## src/rtl/power3_stream_ctrl.sv

```systemverilog
// Valid/ready wrapper around the fixed-latency, stall-free X^3 core.
// Tracks in-flight samples and buffers results in a first-word-fall-through FIFO sized by credits.
module power3_stream_ctrl #(
    parameter int WIDTH   = 8,
    parameter int LATENCY = 3,
    parameter int DEPTH   = 8
) (
    input  logic             clk,
    input  logic             rst,
    input  logic             in_valid,
    output logic             in_ready,
    input  logic [WIDTH-1:0] in_data,
    output logic [WIDTH-1:0] core_x,
    input  logic [WIDTH-1:0] core_pow,
    output logic             out_valid,
    input  logic             out_ready,
    output logic [WIDTH-1:0] out_x,
    output logic [WIDTH-1:0] out_pow,
    output logic             overflow
);

    localparam int AW = $clog2(DEPTH);
    localparam int CW = AW + 1;
    localparam int SW = $clog2(DEPTH + LATENCY + 1) + 1;

    // In-flight tracking: one valid bit and one X tag per core pipeline stage
    logic [LATENCY-1:0] vld_q;
    logic [LATENCY-1:0] vld_d;
    logic [WIDTH-1:0]   tag_q [LATENCY];
    logic [WIDTH-1:0]   tag_d [LATENCY];

    logic [AW-1:0] wr_ptr_q, wr_ptr_d;
    logic [AW-1:0] rd_ptr_q, rd_ptr_d;
    logic [CW-1:0] count_q, count_d;
    logic          overflow_q, overflow_d;

    logic [2*WIDTH-1:0] mem [DEPTH];
    logic [2*WIDTH-1:0] head;

    logic          accept;
    logic          push;
    logic          push_ok;
    logic          pop;
    logic          full;
    logic [SW-1:0] inflight;
    logic [SW-1:0] occupancy;

    assign core_x = in_data;
    assign accept = in_valid & in_ready;

    genvar gi;
    generate
        for (gi = 0; gi < LATENCY; gi++) begin : g_stage
            if (gi == 0) begin : g_head
                assign vld_d[gi] = accept;
                assign tag_d[gi] = in_data;
            end else begin : g_tail
                assign vld_d[gi] = vld_q[gi-1];
                assign tag_d[gi] = tag_q[gi-1];
            end
        end
    endgenerate

    // Credits count everything already committed: buffered plus in flight.
    // A pop in the same cycle is deliberately not credited to keep in_ready registered-only.
    always_comb begin
        inflight = '0;
        for (int i = 0; i < LATENCY; i++) begin
            inflight = inflight + SW'(vld_q[i]);
        end
        occupancy = SW'(count_q) + inflight;
    end

    assign in_ready = (occupancy < SW'(DEPTH));

    assign full    = (count_q == CW'(DEPTH));
    assign push    = vld_q[LATENCY-1];
    assign push_ok = push & ~full;

    assign head      = mem[rd_ptr_q];
    assign out_valid = (count_q != '0);
    assign out_x     = head[2*WIDTH-1:WIDTH];
    assign out_pow   = head[WIDTH-1:0];
    assign pop       = out_valid & out_ready;
    assign overflow  = overflow_q;

    always_comb begin
        wr_ptr_d   = wr_ptr_q;
        rd_ptr_d   = rd_ptr_q;
        count_d    = count_q;
        overflow_d = overflow_q;
        if (push_ok) begin
            wr_ptr_d = wr_ptr_q + AW'(1);
        end
        if (pop) begin
            rd_ptr_d = rd_ptr_q + AW'(1);
        end
        if (push & full) begin
            overflow_d = 1'b1;
        end
        case ({push_ok, pop})
            2'b10:   count_d = count_q + CW'(1);
            2'b01:   count_d = count_q - CW'(1);
            default: count_d = count_q;
        endcase
    end

    always_ff @(posedge clk or posedge rst) begin
        if (rst) begin
            vld_q      <= '0;
            wr_ptr_q   <= '0;
            rd_ptr_q   <= '0;
            count_q    <= '0;
            overflow_q <= 1'b0;
            for (int i = 0; i < LATENCY; i++) begin
                tag_q[i] <= '0;
            end
        end else begin
            vld_q      <= vld_d;
            tag_q      <= tag_d;
            wr_ptr_q   <= wr_ptr_d;
            rd_ptr_q   <= rd_ptr_d;
            count_q    <= count_d;
            overflow_q <= overflow_d;
        end
    end

    // Storage carries no reset; validity is governed entirely by count and pointers
    always_ff @(posedge clk) begin
        if (push_ok) begin
            mem[wr_ptr_q] <= {tag_q[LATENCY-1], core_pow};
        end
    end

endmodule

```

## config.mk

```make
export PLATFORM = sky130hd
export DESIGN_NAME = power3_stream_ctrl
export DESIGN_NICKNAME = d
export VERILOG_FILES = /design/src/rtl/power3_stream_ctrl.sv
export SDC_FILE = /design/constraint.sdc
export NUM_CORES = 1
export LEC_CHECK = 0
export CELL_PAD_IN_SITES_DETAIL_PLACEMENT = 1
export CELL_PAD_IN_SITES_GLOBAL_PLACEMENT = 2
export CORE_MARGIN = 1
export CORE_UTILIZATION = 46
export DETAILED_ROUTE_END_ITERATION = 10
export PLACE_DENSITY_LB_ADDON = 0.1
export SYNTH_ARGS = -nofsm -noshare
export SYNTH_HDL_FRONTEND = slang
export SYNTH_SLANG_ARGS = --single-unit
```

## constraint.sdc

```tcl
create_clock -name clk -period 3.9 [get_ports clk]
set_clock_uncertainty 0.1 [all_clocks]
set_input_delay 1.17 -clock clk [delete_from_list [all_inputs] [get_ports clk]]
set_output_delay 1.17 -clock clk [all_outputs]
set_load 0.03 [all_outputs]
```

After elaboration in Yosys (flattened, before gate mapping):

Memories as Yosys holds them, arrays and structs flattened.
Cells that the tools add are included.

* memories: 1
* register bits: 38
* RAM bits: 128
* word-level logic and storage cells: 30
* output and inout bits: 27
* bits of input ports: 20

Memories
* mem: words 8, width 16, read ports 1, clocked after memory_dff 0, wr ports 1, line 37 `logic [2*WIDTH-1:0] mem [DEPTH];`

* add/subtract/negate cells: 7
* muxes and demuxes: 3
* $lt $le $gt $ge: 1
* bitwise gates (word level): 5
* equality and inequality tests: 3
* reductions and logical operators: 2

Operators with widths (number)
* $pmux 4 s2: 1
* $add 3x1->3 const B: 2
* $add 4x3->5: 1
* $lt 5x4->1 const B: 1
* $add 4x1->4 const B: 1
* $and 1x1->1: 4
* $eq 4x4->1 const B: 1
* $reduce_bool 4->1: 1
* $sub 4x1->4 const B: 1
* $add 2x1->3: 1
* $add 1x1->2: 1
* $eq 2x1->1 const B: 1
* $eq 2x2->1 const B: 1
* $mux 1: 2
* $reduce_bool 2->1: 1
* $not 1->1: 1

Logic depth before layout (Yosys ltp):

Gate-level depths: netlist of the first run.

* depth in word-level cells: 5
* depth in mapped cells: 8
* depth with buffers taken out: 8

Worst setup path before layout of the first run:

OpenSTA, ideal clock, no wires.

* path type: reg2out
* start point: register count_q[0]
* end point: output in_ready
* slack: 0.809 ns
* arrival: 1.821 ns
* stages on the path, launching flop included: 5
* path through: dfrtp_1 fa_1 ha_1 a31o_2 a21oi_1

* cells in the longest elaborated chain, start to end: 2

Ends and longest elaborated chain
* from (decl): line 34 `logic [CW-1:0] count_q, count_d;`
* from (signal assigned): line 123 `count_q <= count_d;`
* $add 4x3->5: line 71 `occupancy = SW'(count_q) + inflight;`
* $lt 5x4->1: line 74 `assign in_ready = (occupancy < SW'(DEPTH));`
* to (decl): line 11 `output logic in_ready,`

Every way passes these cells.

Final worst setup path of the first run:

* start point: register rd_ptr_q[0]
* end point: output out_pow[1]

* cells in the longest elaborated chain, start to end: 1

Ends and longest elaborated chain
* from (decl): line 33 `logic [AW-1:0] rd_ptr_q, rd_ptr_d;`
* from (signal assigned): line 122 `rd_ptr_q <= rd_ptr_d;`
* $mem_v2 8x16
* to (decl): line 18 `output logic [WIDTH-1:0] out_pow,`

Every way passes these cells.

==> metrics.md, run 1 <==
| Metric | Value |
|---|---|
| Layout Cells excl Fill | roughly 540 |
| Crit path cell chain | buf_6 > mux4_1 > mux2_2 > clkdlybuf4s50_1 |
| Synth cell count leaders | edfxtp_1 (128), dfrtp_1 (38), mux4_1 (25), mux2_2 (19), buf_4 (8) |
| Post-synth ARST share | a little under a quarter |
| CP Capture Type | output pin |
| CTS sink cnt | roughly 170 |
| Port Buffer Count | 46 |
| Metal-1 WL | approximately 5.2 mm |
| CP startpoint kind | flop |
| Setup repair bufs after CTS | 0 |
| Top sig layer | met4 |
| Clock period minus worst slack | 3770 ps |
| Drt drc | 0 |
| GRT Total Usage | between 10% and 20% |
| Count leader, synth | edfxtp_1 |
| Setup TNS | 0 ps |
| Synth top area share | 60.2% |
| Cell count after synthesis | ~290 |
| Crit Path Class | flop to output pin |
| Initial antenna violation count | 0 |
| Syn Nets | around 320 |
| Worst path arrival time | 2500 ps |
| Post-layout net count | 380 |
| Post-route ant nets | 0 |
| Hold Path Class | flop to flop |
| Die ar. | between 10,000 and 15,000 µm² |
| Layout cells sized above 1 | about a quarter |
| Initial Util | 47.6% |
| Synth Area per Inst | approximately 22 µm² |
| IO Count | 47 |
| Area contributors post-synth | edfxtp_1 (60%), dfrtp_1 (15%), mux4_1 (10%), mux2_2 (3.4%), mux4_2 (2.5%) |
| # setup viols final | 0 |
| Final Util | 57.1% |
| CTS root buffer | clkbuf_16 |
| First-pass GRT wire length | around 18 mm |
| Synthesis-stage register bit count | roughly 170 |
| FP Rows | 42 |
| Slew HR | between 20% and 30% |
| DR WL met3 | 303 µm |
| Placer Congestion | between 0.6 and 0.7 |
| Clock latency on the worst-skew pair | between 400 and 500 ps |
| Gr ovfl total | 0 |
| Die width | about 120 µm |
| Final Hold Vio Count | 0 |
| Slowest cell on the critical path | mux4_1 |
| Max stage delay on crit path | between 600 and 700 ps |
| Die H | around 120 µm |
| Unique masters post-synth | 36 |
| Pwr Density | between 700 and 800 nW/µm² |
| Status | finished, final reports clean |
| Post-synth EDFFs | ~130 |
| Final WL | approximately 11 mm |
| Initial DRC Count | between 100 and 150 |
| DP Cell Count | between 500 and 600 |
| Seq/Total Area, Yosys | between 70 and 80% |
| CTS clk-pin slew, worst paths | 60 ps |
| DP Wirelength | between 6 and 7 mm |
| Worst Max-Slew Pin Slew | 1090 ps |
| Number of CTS-inserted buffers | 17 |
| Fin crit share | around 97% |
| Antenna diodes | 0 |
| Largest net degree at the start of global routing | 39 |
| Synthesized area | around 6400 µm² |
| Leakage | between 0.002 and 0.003 µW |
| Max-Cap Viols | 0 |
| Core Area | about 13,000 µm² |
| Drt wl/cell | between 20 and 25 µm |
| CP max FO | 14 |
| Worst VDD drop | about 0.36 mV |
| CP Data Required Time | 2630 ps |
| Number of global-route vias before repair | around 3.1k |
| Vias | about 2.9k |
| Slew Viols, Final | 0 |
| First drt pass iteration count | 4 |
| Syn. warnings | 0 |
| Bufs on Longest Clock Path | 2 |
| CTS H-tree lvls | 4 |
| Post-synth top flop | edfxtp_1 |
| Vias per Instance | roughly 5.4 |
| Met2 WL | ~5.8 mm |
| CTS tree | yes |
| RSZ-0062 raised after global routing | false |
| Achievable Freq | 265 MHz |
| Yosys top cell by area | edfxtp_1 |
| Layout area overhead | 19.8% |
==> logic make-up after synthesis <==
group | Yosys count | synth area share, %
and+or+nand+nor | 26 | 2.45
buffers and inverters | 26 | 2.55
adders and majority gates | 8 | 1.80
muxes | 52 | 16.3
AOI/OAI and AO/OA | 9 | 1.00
DFF | 166 | 75.1
xor gates and xnor gates | 6 | 0.823
==> where the power goes <==
part	switching [µW]	internal, µW
clock	659	1010
combinational	1010	912
sequential	167	2160
==> sequential cells by signal, indices dropped and copies added, names as in the netlist <==
| signal | count |
|---|---|
| wr_ptr_q | 3 |
| tag_q | 8 |
| mem | 128 |
| tag_d | 16 |
| count_q | 4 |
| rd_ptr_q | 3 |
| overflow | 1 |
| vld_q | 3 |
==> metal layers <==
metal | GRT usage (%) | up-vias
met1 | 22.1 | 1540
met4 | 6.56 | 0
li1 | - | 1313
met2 | 29.1 | 54
met3 | 4.13 | 12
met5 | 0 | -
==> cells in the final DEF, fill, tap and decap left out, types with 6 or more instances in the layout <==
cell             Yosys  final
edfxtp_1           128    128
mux4_1              25     25
inv_1                7      7
buf_4                8     19
clkdlybuf4s50_1      0     38
dfrtp_1             38     38
mux4_2               7      7
ha_1                 6      6
clkbuf_16            0     17
mux2_2              19     19
==> path summary, 6_finish.rpt <==
| kind | from | endpoint | slack (ps) | cells past startpoint |
|---|---|---|---|---|
| worst max-delay path | rd_ptr_q[0] | out_pow[1] | 130 | 4 |
| worst min-delay path | tag_d[6] | tag_q[6] | 250 | 0 |
| worst max register to register | count_q[0] | count_q[3] | 690 | 8 |
| worst min register to register | tag_d[6] | tag_q[6] | 250 | 0 |
| max in group asynchronous | rst | wr_ptr_q[2] | 2270 | 3 |
| min in group asynchronous | rst | tag_q[1] | 1090 | 3 |
==> repair_timing <==
| action | 4_1_cts | 5_1_grt |
|---|---|---|
| gates resized for setup | 1 | 1 |
| gates cloned | 0 | 0 |
| hold endpoints to repair | 0 | 0 |
| hold buffers | 0 | 0 |
| setup endpoints to repair | 1 | 3 |
==> stage by stage <==
step	worst slack (ps)	cell area [µm²]	hold slack, ps	total power (µW)
3_3_place_gp	319	7060	231	4280
4_1_cts	12.9	7650	249	5990
2_1_floorplan	809	6380	231	3660
6_report	129	7650	248	5910
3_5_place_dp	301	7060	236	4330
5_1_grt	29.4	7650	254	6170
==> layout make-up <==
cell class / instances / area, µm²
inverter: 7 / 26.3
timing repair buffer: 59 / 543
multi-input combinational: 101 / 1480
fill: 1166 / 5750
tap: 176 / 220
clock buffer: 19 / 433
sequential: 166 / 4790
clock inverter: 13 / 155
==> worst max-delay path: cells and delay by family, from the launching register on <==
kind / cells / cell delay [ps]
mux: 2 / 890
buf+inv: 2 / 810
flops: 1 / 380
No activity file was read; power rests on OpenSTA's default activity.
==> run 2, diff against run 1 <==
--- a/config.mk
+++ b/config.mk
@@ -8,9 +8,11 @@
 export CELL_PAD_IN_SITES_DETAIL_PLACEMENT = 1
 export CELL_PAD_IN_SITES_GLOBAL_PLACEMENT = 2
 export CORE_MARGIN = 1
-export CORE_UTILIZATION = 46
+export CORE_UTILIZATION = 45
 export DETAILED_ROUTE_END_ITERATION = 10
+export DONT_BUFFER_PORTS = 1
 export PLACE_DENSITY_LB_ADDON = 0.1
+export SLEW_MARGIN = 10
 export SYNTH_ARGS = -nofsm -noshare
 export SYNTH_HDL_FRONTEND = slang
 export SYNTH_SLANG_ARGS = --single-unit
==> metrics.md, run 2 (synthesized netlist as in run 1, its figures left out) <==
| Metric | Value |
|---|---|
| Status | finished, final reports clean |
| Max-Cap Viols | 0 (unchanged) |
| Initial DRC Count | 105 (-24%) |
| First-pass GRT wire length | 17.1 mm (-2.5%) |
| Leakage | 0.00252 µW (-7.3%) |
| Tightest hold margin | 248 ps (+0.00800 ps) |
| Max stage delay on crit path | 600 ps (about the same) |
| CP startpoint kind | flop |
| Pint | 3820 µW (-6.2%) |
| Post_cts resized | 0 (-1) |
| Slew HR | 69.3% (+42 points) |
| CTS sink cnt | 166 (unchanged) |
| CTS tree | yes |
| Placed Instance Area | 6620 µm² (-6.2%) |
| GR Layer Usage met1 | 21.0% (-1.0 points) |
| CTS clk-pin slew, worst paths | 60 ps (about the same) |
| Setup repair bufs after CTS | 0 (unchanged) |
| GR Layer Usage met2 | 27.8% (-1.4 points) |
| Post-route ant nets | 0 (unchanged) |
| Slowest cell on the critical path | mux4_1 |
| IO Count | 47 (unchanged) |
| CTS root buffer | clkbuf_16 |
| Worst path arrival time | 2200 ps (-300 ps) |
| CTS H-tree lvls | 4 (unchanged) |
| Hold path cells | 0 (unchanged) |
| Post-layout net count | 334 (-12%) |
| Number of CTS-inserted buffers | 17 (unchanged) |
| Slew Viols, Final | 0 (unchanged) |
| Setup slack after layout | 433 ps (+304 ps) |
| CP Data Required Time | 2630 ps (about the same) |
| Layout area overhead | 12.9% |
| Pre-CTS setup slack | 777 ps (+476 ps) |
| Bufs on Longest Clock Path | 2 (unchanged) |
| First drt pass iteration count | 6 (+2) |
| Switching part of the total | 31.1% (+0.057 points) |
| Initial antenna violation count | 0 (unchanged) |
| CP max FO | 26 (+12) |
| GRT Total Usage | 16.8% (-0.58 points) |
| R2R cell count | 8 (unchanged) |
| Fin crit share | 88.9% (-7.8 points) |
| Final Cell Area | 7210 µm² (-5.8%) |
| Achievable Freq | 288 MHz (+8.8%) |
| Pwr Density | 769 nW/µm² (-0.41%) |
| Vias per Instance | 5.41 (+0.28%) |
| Die ar. | 14,700 µm² (+2.2%) |
| Layout cells sized above 1 | 24.5% (+1.2 points) |
| Die H | 121 µm (+1.1%) |
| Final WL | 11.0 mm (-4.2%) |
| Flop pwr share | 42.5% (+3.1 points) |
| CP Capture Type | output pin |
| FP Rows | 43 (+2.4%) |
| Reg with most FFs | mem |
| Most common cell after layout, fill and taps aside | edfxtp_1 |
| Met3 usage | 4.51% (+0.38 points) |
| Initial Util | 46.0% (-1.6 points) |
| Grt peak-use layer | met2 |
| Antenna diodes | 0 (unchanged) |
| Clock period minus worst slack | 3470 ps (-304 ps) |
| Drt wl/cell | 22.0 µm (+3.9%) |
| Die width | 121 µm (+1.1%) |
| Gr ovfl total | 0 (unchanged) |
| Clock share of power | 29.0% (+0.8 points) |
| Logic pwr share | 28.4% (-4.1 points) |
| Crit Path Class | flop to output pin |
| Vias | 2,700 (-7.5%) |
| P_sw | 1720 µW (-6.0%) |
| Largest register FFs | 128 (unchanged) |
| Worst Max-Slew Pin Slew | 460 ps (-628 ps) |
| Largest net degree at the start of global routing | 39 (unchanged) |
| Most frequent cells in the layout | edfxtp_1 (128), dfrtp_1 (37), mux4_1 (25) |
| Drt drc | 0 (unchanged) |
| Hold-fix buffers, CTS | 0 (unchanged) |
| Crit path cell chain | buf_12 > mux4_1 > mux2_2 |
| Setup TNS | 0 ps (unchanged) |
| # setup viols final | 0 (unchanged) |
| Clock latency on the worst-skew pair | 410 ps (about the same) |
| Number of global-route vias before repair | 2,931 (-6.0%) |
| Placer Congestion | 0.661 (+2.4%) |
| Port Buffer Count | 0 (-100%) |
| Hold Path Class | flop to flop |
| DP Wirelength | 6.28 mm (-4.3%) |
| Core Area | 13,900 µm² (+3.6%) |
| Worst VDD drop | 0.343 mV (-5.7%) |
| Final Hold Vio Count | 0 (unchanged) |
| Total chip power | 5550 µW (-6.2%) |
| RSZ-0062 raised after global routing | false |
-- run 2: changes by cell type in the layout (fill, tap and decap cells not counted), sizes merged --
| cell | previous run | this run |
|---|---|---|
| clkdlybuf4s50 | 38 | 0 |
| buf | 20 | 13 |
| clkbuf | 19 | 26 |
| clkinv | 7 | 4 |
| bufinv | 3 | 1 |
| inv | 9 | 7 |
| dlygate4sd2 | 1 | 0 |
-- run 2: path summary, 6_finish.rpt --
kind | from | endpoint | slack (ps)
max | rd_ptr_q[0] | out_pow[7] | 430
min | tag_d[3] | tag_q[3] | 250
min reg2reg | tag_d[3] | tag_q[3] | 250
max in group asynchronous | rst | rd_ptr_q[0] | 2700
max reg2reg | count_q[0] | count_q[3] | 790
min in group asynchronous | rst | tag_d[10] | 650
-- run 2: power groups by stage --
stage | Combinational [µW] | Clock [µW] | Sequential, µW
3_5_place_dp | 1610 | 0 | 2400
4_1_cts | 1620 | 1650 | 2370
2_1_floorplan | 1370 | 0 | 2290
5_1_grt | 1700 | 1710 | 2390
3_3_place_gp | 1610 | 0 | 2390
6_report | 1580 | 1610 | 2360
-- run 2: cell type report --
cell class | instances | area (µm²)
clock buffers | 26 | 520
clock inverters | 6 | 65.1
fillers | 1219 | 6670
inverters | 7 | 26.3
multi-input cells | 101 | 1450
flip-flops and latches | 166 | 4800
well taps | 180 | 225
repair buffers | 13 | 123
-- run 2: worst max-delay path: cells and delay by family (launching register included) --
kind                   cells  cell delay [ps]
buffers and inverters      1              260
muxes                      2              970
DFF                        1              540
-- run 2: metrics by stage --
step | instances | utilization [%]
2_1_floorplan | 293 | -
3_3_place_gp | 467 | 47.7
3_5_place_dp | 467 | 47.7
4_1_cts | 499 | 51.9
5_1_grt | 499 | 51.9
6_report | 499 | 51.9
-- run 2: routing by layer --
metal,up-vias,wire [µm]
li1,1209,-
met1,1422,4770
met2,56,5590
met3,13,418
met4,0,192
met5,-,0
